==> src/rtl/axi_lite_master.sv <==
// AXI4-Lite single-outstanding master.
// Accepts one read or write command, runs it on the AXI-Lite channels and
// returns one response. A per-state cycle counter aborts transactions
// stuck on a hung slave.
module axi_lite_master #(
    parameter int         TIMEOUT_CYCLES = 1024,
    parameter logic [2:0] AXI_PROT       = 3'b000
) (
    input  logic        axi_clk,
    input  logic        axi_rst,

    // Command interface
    input  logic        cmd_valid,
    output logic        cmd_ready,
    input  logic        cmd_wr,
    input  logic [31:0] cmd_addr,
    input  logic [31:0] cmd_wdata,
    input  logic [3:0]  cmd_wstrb,

    // Response interface
    output logic        rsp_valid,
    input  logic        rsp_ready,
    output logic [31:0] rsp_rdata,
    output logic [1:0]  rsp_resp,
    output logic        rsp_timeout,
    output logic        rsp_wr,

    // Write address channel
    output logic [31:0] axi_awaddr,
    output logic [2:0]  axi_awprot,
    output logic        axi_awvalid,
    input  logic        axi_awready,

    // Write data channel
    output logic [31:0] axi_wdata,
    output logic [3:0]  axi_wstrb,
    output logic        axi_wvalid,
    input  logic        axi_wready,

    // Write response channel
    input  logic [1:0]  axi_bresp,
    input  logic        axi_bvalid,
    output logic        axi_bready,

    // Read address channel
    output logic [31:0] axi_araddr,
    output logic [2:0]  axi_arprot,
    output logic        axi_arvalid,
    input  logic        axi_arready,

    // Read data channel
    input  logic [31:0] axi_rdata,
    input  logic [1:0]  axi_rresp,
    input  logic        axi_rvalid,
    output logic        axi_rready
);

    typedef enum logic [2:0] {
        IDLE,
        WR_REQ,
        WR_RESP,
        RD_REQ,
        RD_RESP,
        DONE
    } state_t;

    localparam logic [15:0] TO_LAST  = 16'(TIMEOUT_CYCLES - 1);
    localparam logic [1:0]  RESP_ERR = 2'b10;

    state_t      state, state_d;
    logic [15:0] wait_cnt, wait_cnt_d;
    logic        aw_done, aw_done_d;
    logic        w_done, w_done_d;

    logic        cmd_ready_d;
    logic        rsp_valid_d, rsp_timeout_d, rsp_wr_d;
    logic [31:0] rsp_rdata_d;
    logic [1:0]  rsp_resp_d;
    logic        awvalid_d, wvalid_d, bready_d, arvalid_d, rready_d;
    logic [31:0] awaddr_d, wdata_d, araddr_d;
    logic [3:0]  wstrb_d;

    logic        timeout_hit;
    logic        do_abort;
    logic        in_wait;

    assign axi_awprot = AXI_PROT;
    assign axi_arprot = AXI_PROT;

    // Next-state and next-output logic; every output is registered below.
    always_comb begin
        // NOTE: every signal gets a hold-value default first so no path
        // through the case leaves it unassigned, which would infer a latch.
        state_d       = state;
        aw_done_d     = aw_done;
        w_done_d      = w_done;
        rsp_valid_d   = rsp_valid;
        rsp_rdata_d   = rsp_rdata;
        rsp_resp_d    = rsp_resp;
        rsp_timeout_d = rsp_timeout;
        rsp_wr_d      = rsp_wr;
        awvalid_d     = axi_awvalid;
        wvalid_d      = axi_wvalid;
        bready_d      = axi_bready;
        arvalid_d     = axi_arvalid;
        rready_d      = axi_rready;
        awaddr_d      = axi_awaddr;
        wdata_d       = axi_wdata;
        wstrb_d       = axi_wstrb;
        araddr_d      = axi_araddr;
        do_abort      = 1'b0;
        timeout_hit   = (wait_cnt == TO_LAST);

        case (state)
            IDLE: begin
                if (cmd_valid && cmd_ready) begin
                    rsp_wr_d = cmd_wr;
                    if (cmd_wr) begin
                        state_d   = WR_REQ;
                        awvalid_d = 1'b1;
                        wvalid_d  = 1'b1;
                        awaddr_d  = cmd_addr;
                        wdata_d   = cmd_wdata;
                        wstrb_d   = cmd_wstrb;
                        aw_done_d = 1'b0;
                        w_done_d  = 1'b0;
                    end else begin
                        state_d   = RD_REQ;
                        arvalid_d = 1'b1;
                        araddr_d  = cmd_addr;
                    end
                end
            end

            WR_REQ: begin
                // AW and W complete independently, in either order.
                if (axi_awvalid && axi_awready) awvalid_d = 1'b0;
                if (axi_wvalid && axi_wready)   wvalid_d  = 1'b0;
                aw_done_d = aw_done | (axi_awvalid & axi_awready);
                w_done_d  = w_done  | (axi_wvalid  & axi_wready);
                if (aw_done_d && w_done_d) begin
                    state_d  = WR_RESP;
                    bready_d = 1'b1;
                end else if (timeout_hit) begin
                    do_abort = 1'b1;
                end
            end

            WR_RESP: begin
                if (axi_bvalid && axi_bready) begin
                    state_d       = DONE;
                    bready_d      = 1'b0;
                    rsp_valid_d   = 1'b1;
                    rsp_resp_d    = axi_bresp;
                    rsp_rdata_d   = 32'h0;
                    rsp_timeout_d = 1'b0;
                end else if (timeout_hit) begin
                    do_abort = 1'b1;
                end
            end

            RD_REQ: begin
                if (axi_arvalid && axi_arready) begin
                    state_d   = RD_RESP;
                    arvalid_d = 1'b0;
                    rready_d  = 1'b1;
                end else if (timeout_hit) begin
                    do_abort = 1'b1;
                end
            end

            RD_RESP: begin
                if (axi_rvalid && axi_rready) begin
                    state_d       = DONE;
                    rready_d      = 1'b0;
                    rsp_valid_d   = 1'b1;
                    rsp_resp_d    = axi_rresp;
                    rsp_rdata_d   = axi_rdata;
                    rsp_timeout_d = 1'b0;
                end else if (timeout_hit) begin
                    do_abort = 1'b1;
                end
            end

            DONE: begin
                if (rsp_ready) begin
                    state_d     = IDLE;
                    rsp_valid_d = 1'b0;
                end
            end

            default: state_d = IDLE;
        endcase

        // Hung-slave recovery: drop every valid/ready and report an error.
        if (do_abort) begin
            state_d       = DONE;
            awvalid_d     = 1'b0;
            wvalid_d      = 1'b0;
            bready_d      = 1'b0;
            arvalid_d     = 1'b0;
            rready_d      = 1'b0;
            rsp_valid_d   = 1'b1;
            rsp_timeout_d = 1'b1;
            rsp_resp_d    = RESP_ERR;
            rsp_rdata_d   = 32'h0;
        end

        cmd_ready_d = (state_d == IDLE);
    end

    // Wait counter: restarts on every state change, saturates at all-ones.
    always_comb begin
        in_wait    = (state == WR_REQ) || (state == WR_RESP) ||
                     (state == RD_REQ) || (state == RD_RESP);
        wait_cnt_d = wait_cnt;
        if (state_d != state) begin
            wait_cnt_d = 16'h0;
        end else if (in_wait && (wait_cnt != 16'hFFFF)) begin
            wait_cnt_d = wait_cnt + 16'd1;
        end
    end

    // State and output registers with synchronous reset.
    always_ff @(posedge axi_clk) begin
        // NOTE: sequential state uses non-blocking assignments so every
        // register samples pre-edge values regardless of process order.
        if (axi_rst) begin
            state       <= IDLE;
            wait_cnt    <= 16'h0;
            aw_done     <= 1'b0;
            w_done      <= 1'b0;
            cmd_ready   <= 1'b0;
            rsp_valid   <= 1'b0;
            rsp_rdata   <= 32'h0;
            rsp_resp    <= 2'b00;
            rsp_timeout <= 1'b0;
            rsp_wr      <= 1'b0;
            axi_awvalid <= 1'b0;
            axi_wvalid  <= 1'b0;
            axi_bready  <= 1'b0;
            axi_arvalid <= 1'b0;
            axi_rready  <= 1'b0;
            axi_awaddr  <= 32'h0;
            axi_wdata   <= 32'h0;
            axi_wstrb   <= 4'h0;
            axi_araddr  <= 32'h0;
        end else begin
            state       <= state_d;
            wait_cnt    <= wait_cnt_d;
            aw_done     <= aw_done_d;
            w_done      <= w_done_d;
            cmd_ready   <= cmd_ready_d;
            rsp_valid   <= rsp_valid_d;
            rsp_rdata   <= rsp_rdata_d;
            rsp_resp    <= rsp_resp_d;
            rsp_timeout <= rsp_timeout_d;
            rsp_wr      <= rsp_wr_d;
            axi_awvalid <= awvalid_d;
            axi_wvalid  <= wvalid_d;
            axi_bready  <= bready_d;
            axi_arvalid <= arvalid_d;
            axi_rready  <= rready_d;
            axi_awaddr  <= awaddr_d;
            axi_wdata   <= wdata_d;
            axi_wstrb   <= wstrb_d;
            axi_araddr  <= araddr_d;
        end
    end

endmodule

==> config.mk <==
export PLATFORM = sky130hd
export DESIGN_NAME = axi_lite_master
export DESIGN_NICKNAME = d
export VERILOG_FILES = /design/src/rtl/axi_lite_master.sv
export SDC_FILE = /design/constraint.sdc
export NUM_CORES = 1
export LEC_CHECK = 0
export ABC_AREA = 1
export BUFFER_PORTS_ARGS = -buffer_cell sky130_fd_sc_hd__clkbuf_2
export CORE_UTILIZATION = 43
export DETAILED_ROUTE_END_ITERATION = 10
export PLACE_DENSITY = 0.75
export SYNTH_ARGS = -nofsm -noshare
export SYNTH_HDL_FRONTEND = slang
export SYNTH_SLANG_ARGS = --single-unit
export TNS_END_PERCENT = 10
==> constraint.sdc <==
create_clock -name axi_clk -period 1.8 [get_ports axi_clk]
set_clock_uncertainty 0.2 [all_clocks]
set_input_delay 0.09 -clock axi_clk [delete_from_list [all_inputs] [get_ports axi_clk]]
set_output_delay 0.09 -clock axi_clk [all_outputs]
set_load 0.02 [all_outputs]
==> qor.csv <==
metric,value,unit
status,finished with violations,
failing checks,setup timing,
Worst Hold Depth,6,
number of global-route vias before repair,7015,
setup TNS,-3340,ps
first-pass GRT wire length,32600,microns
Mapped Cells,853,
Multi-input gate area,0.00295,sq mm
fmax,529,MHz
fin nets,1371,
Initial Util,44.2,%
met3 WL,1860,microns
sequential cell area,0.00330,sq mm
most common cell in the netlist,nor2_1,
MaxCap Viol Count,0,
CTS tree,yes,
Setup Viol. Count Final,92,
Post-DRT Antenna Nets,0,
Final Util,71.5,%
initial antenna violation count,0,
Worst R2R Setup Slack,-90,ps
Synth Flop Type,dfxtp_1,
Critical R2R Capture,rsp_rdata[17],
max-slew violations,0,
vias,7470,
top sig layer,met4,
maximum VDD drop,0.000712,V
"area leader, netlist",dfxtp_1,
I/O pins,263,
Setup crit start kind,flop,
pre-CTS setup slack,-190,ps
total track usage,27.3,%
1st-iter DRT viols,450,
Root Driver,clkbuf_16,
CP arrival,2010,ps
layout cells sized above 1,35.7,%
Mapped Area,0.00642,sq mm
worst min-delay path class,input pin to flop,
post-synthesis sequential area ratio,51.2,%
reg2reg start,state[0],
top-area cell type share of the netlist area,51.2,%
leakage,4.82,nW
Rows,44,
top area cells in the synthesized netlist,"dfxtp_1 (51%), nor2_1 (14%), o21ai_0 (8.3%), nand2_1 (5.7%), a21oi_1 (3.7%)",
R2R cell count,10,
Min-Delay Endpoint,state[1],
area delta synth->final,61.9,%
fin crit share,105,%
CTS H-tree depth,4,
Pwr Density,911,mW/mm^2
Die X,124,microns
CTS Sinks,164,
crit end category,flop,
minimum clock period,1890,ps
# placed instances,1299,
asr flop ratio synth,0,%
vias per cell,5.14,
CTS Buffer Depth,2,
Critical Setup Path Class,flop to flop,
TritonCTS Buffers,17,
drt pass-1 iters,5,
Die Area,0.0154,sq mm
GRT overflow,0,
hold_sp,cmd_wr,
total power,9.47,mW
largest net degree at the start of global routing,85,
# diodes,0,
RSZ-0062 raised after global routing,true,
Synth top cells by count,"nor2_1 (232), dfxtp_1 (164), o21ai_0 (107)",
Worst-Skew Late Latency,430,ps
GP Congestion,0.841,
DRC errors left,0,
core box area,0.0145,sq mm
"Req. time, crit path",1920,ps
Metal-1 WL,8770,microns
final hold vios,0,
Crit Path Max Fanout,34,
"Cell Count, Final, Fillers Out",1453,
flop and latch count out of synthesis,164,
Post-synth EDFFs,0,
wire length per cell,15.9,microns
met2 WL,11700,microns
post-detailed-placement half-perimeter wirelength,12400,microns
Final Routed Wirelength,23200,microns
"Clk pin slew, worst setup/hold paths",70,ps
Syn Area/Cell,7.52,sq um
Fill cells,1053,
Port Buffers,256,
setup ws final,-90.5,ps
Die H,124,microns
yosys synthesis warning count,0,
post-synth cell types,29,
==> logic make-up after synthesis <==
group	Yosys count	share of synthesized area (%)
mux	1	0.175
other cells	1	0.0584
fa+ha+maj	1	0.195
buf+inv	105	7.13
xor+xnor	13	1.77
simple gates	410	27.0
compound gates	158	12.6
flops	164	51.2
==> layout by cell type, fill, tap and decap left out, types with 2 or more instances in the layout <==
cell type,synthesis,routed
clkinv_4,0,2
dfxtp_1,164,158
a21oi_1,48,48
buf_12,0,8
nand2_2,4,11
buf_6,3,7
inv_8,0,4
inv_2,5,5
xor2_1,8,8
xnor2_1,5,5
dlygate4sd3_1,0,110
nand4_1,36,36
nand3_1,19,11
nor3_2,1,2
conb_1,1,6
nor2_1,232,196
inv_4,0,2
dfxtp_4,0,3
nor2_2,14,43
o21ai_1,1,2
nor3_1,4,3
buf_4,7,54
o21ai_0,107,106
nand2_1,97,88
clkbuf_2,0,256
dfxtp_2,0,3
clkbuf_16,0,20
nand3_2,0,6
inv_6,0,5
inv_1,38,36
nand3_4,1,4
bufinv_16,0,2
nor2_4,0,7
==> where the power goes <==
| part | internal [mW] | switching, mW | total [mW] |
|---|---|---|---|
| sequential | 3.83 | 0.118 | 3.95 |
| combinational | 0.722 | 1.03 | 1.75 |
| clock | 2.12 | 1.66 | 3.77 |
| total | 6.67 | 2.80 | 9.47 |
==> worst max path at each step <==
stage,to,startpoint,slack (ps)
after floorplan,wait_cnt[6],state[2],-2
after global placement,wait_cnt[0],state[2],-120
after detailed placement,wait_cnt[15],state[2],-190
after CTS,wait_cnt[6],wait_cnt[1],-20
after global routing,wait_cnt[6],state[2],-170
final,rsp_rdata[17],state[0],-90
==> per-stage QoR <==
step           area [sq um]  hold slack [ps]
2_1_floorplan          6490             24.9
3_3_place_gp           8240              111
3_5_place_dp           8240              120
4_1_cts               10100             66.9
5_1_grt               10400              138
6_report              10400             97.6
==> critical path, stage by stage (launching register included) <==
cell and delay [ps]:
dfxtp_4 360, buf_6 130, nor2_4 110, nand2_2 80, nor2_2 130, inv_1 90, nand2_1 160, clkinv_1 150
buf_12 200, nand2_1 90, a21oi_1 70
==> area by class of cell <==
cell class	count	share of cell area [%]
well taps	184	2.22
flip-flops and latches	164	31.7
multi-input cells	590	28.4
inverters	44	1.64
clock buffers	17	4.09
repair buffers	439	30.1
clock inverters	15	1.81
==> timing repair <==
action | CTS | global route
gates cloned | 2 | 3
endpoints found under the setup margin | 125 | 135
pin swaps | 4 | 23
hold buffers | 110 | 0
buffers inserted | 0 | 7
hold endpoints to repair | 146 | 0
gates resized for setup | 15 | 69
==> state kept, by name (all words and copies together), names as in the netlist, 2 cells and up <==
register	flops
axi_wstrb	4
axi_awaddr	32
axi_wdata	32
wait_cnt	16
rsp_resp	2
axi_araddr	32
rsp_rdata	32
state	3
==> routing by layer <==
layer,track usage [%],up-vias
li1,-,3562
met1,29.4,3456
met2,47.9,374
met3,8.79,78
met4,13.0,0
met5,0,-
No activity file was read; power rests on OpenSTA's default activity.
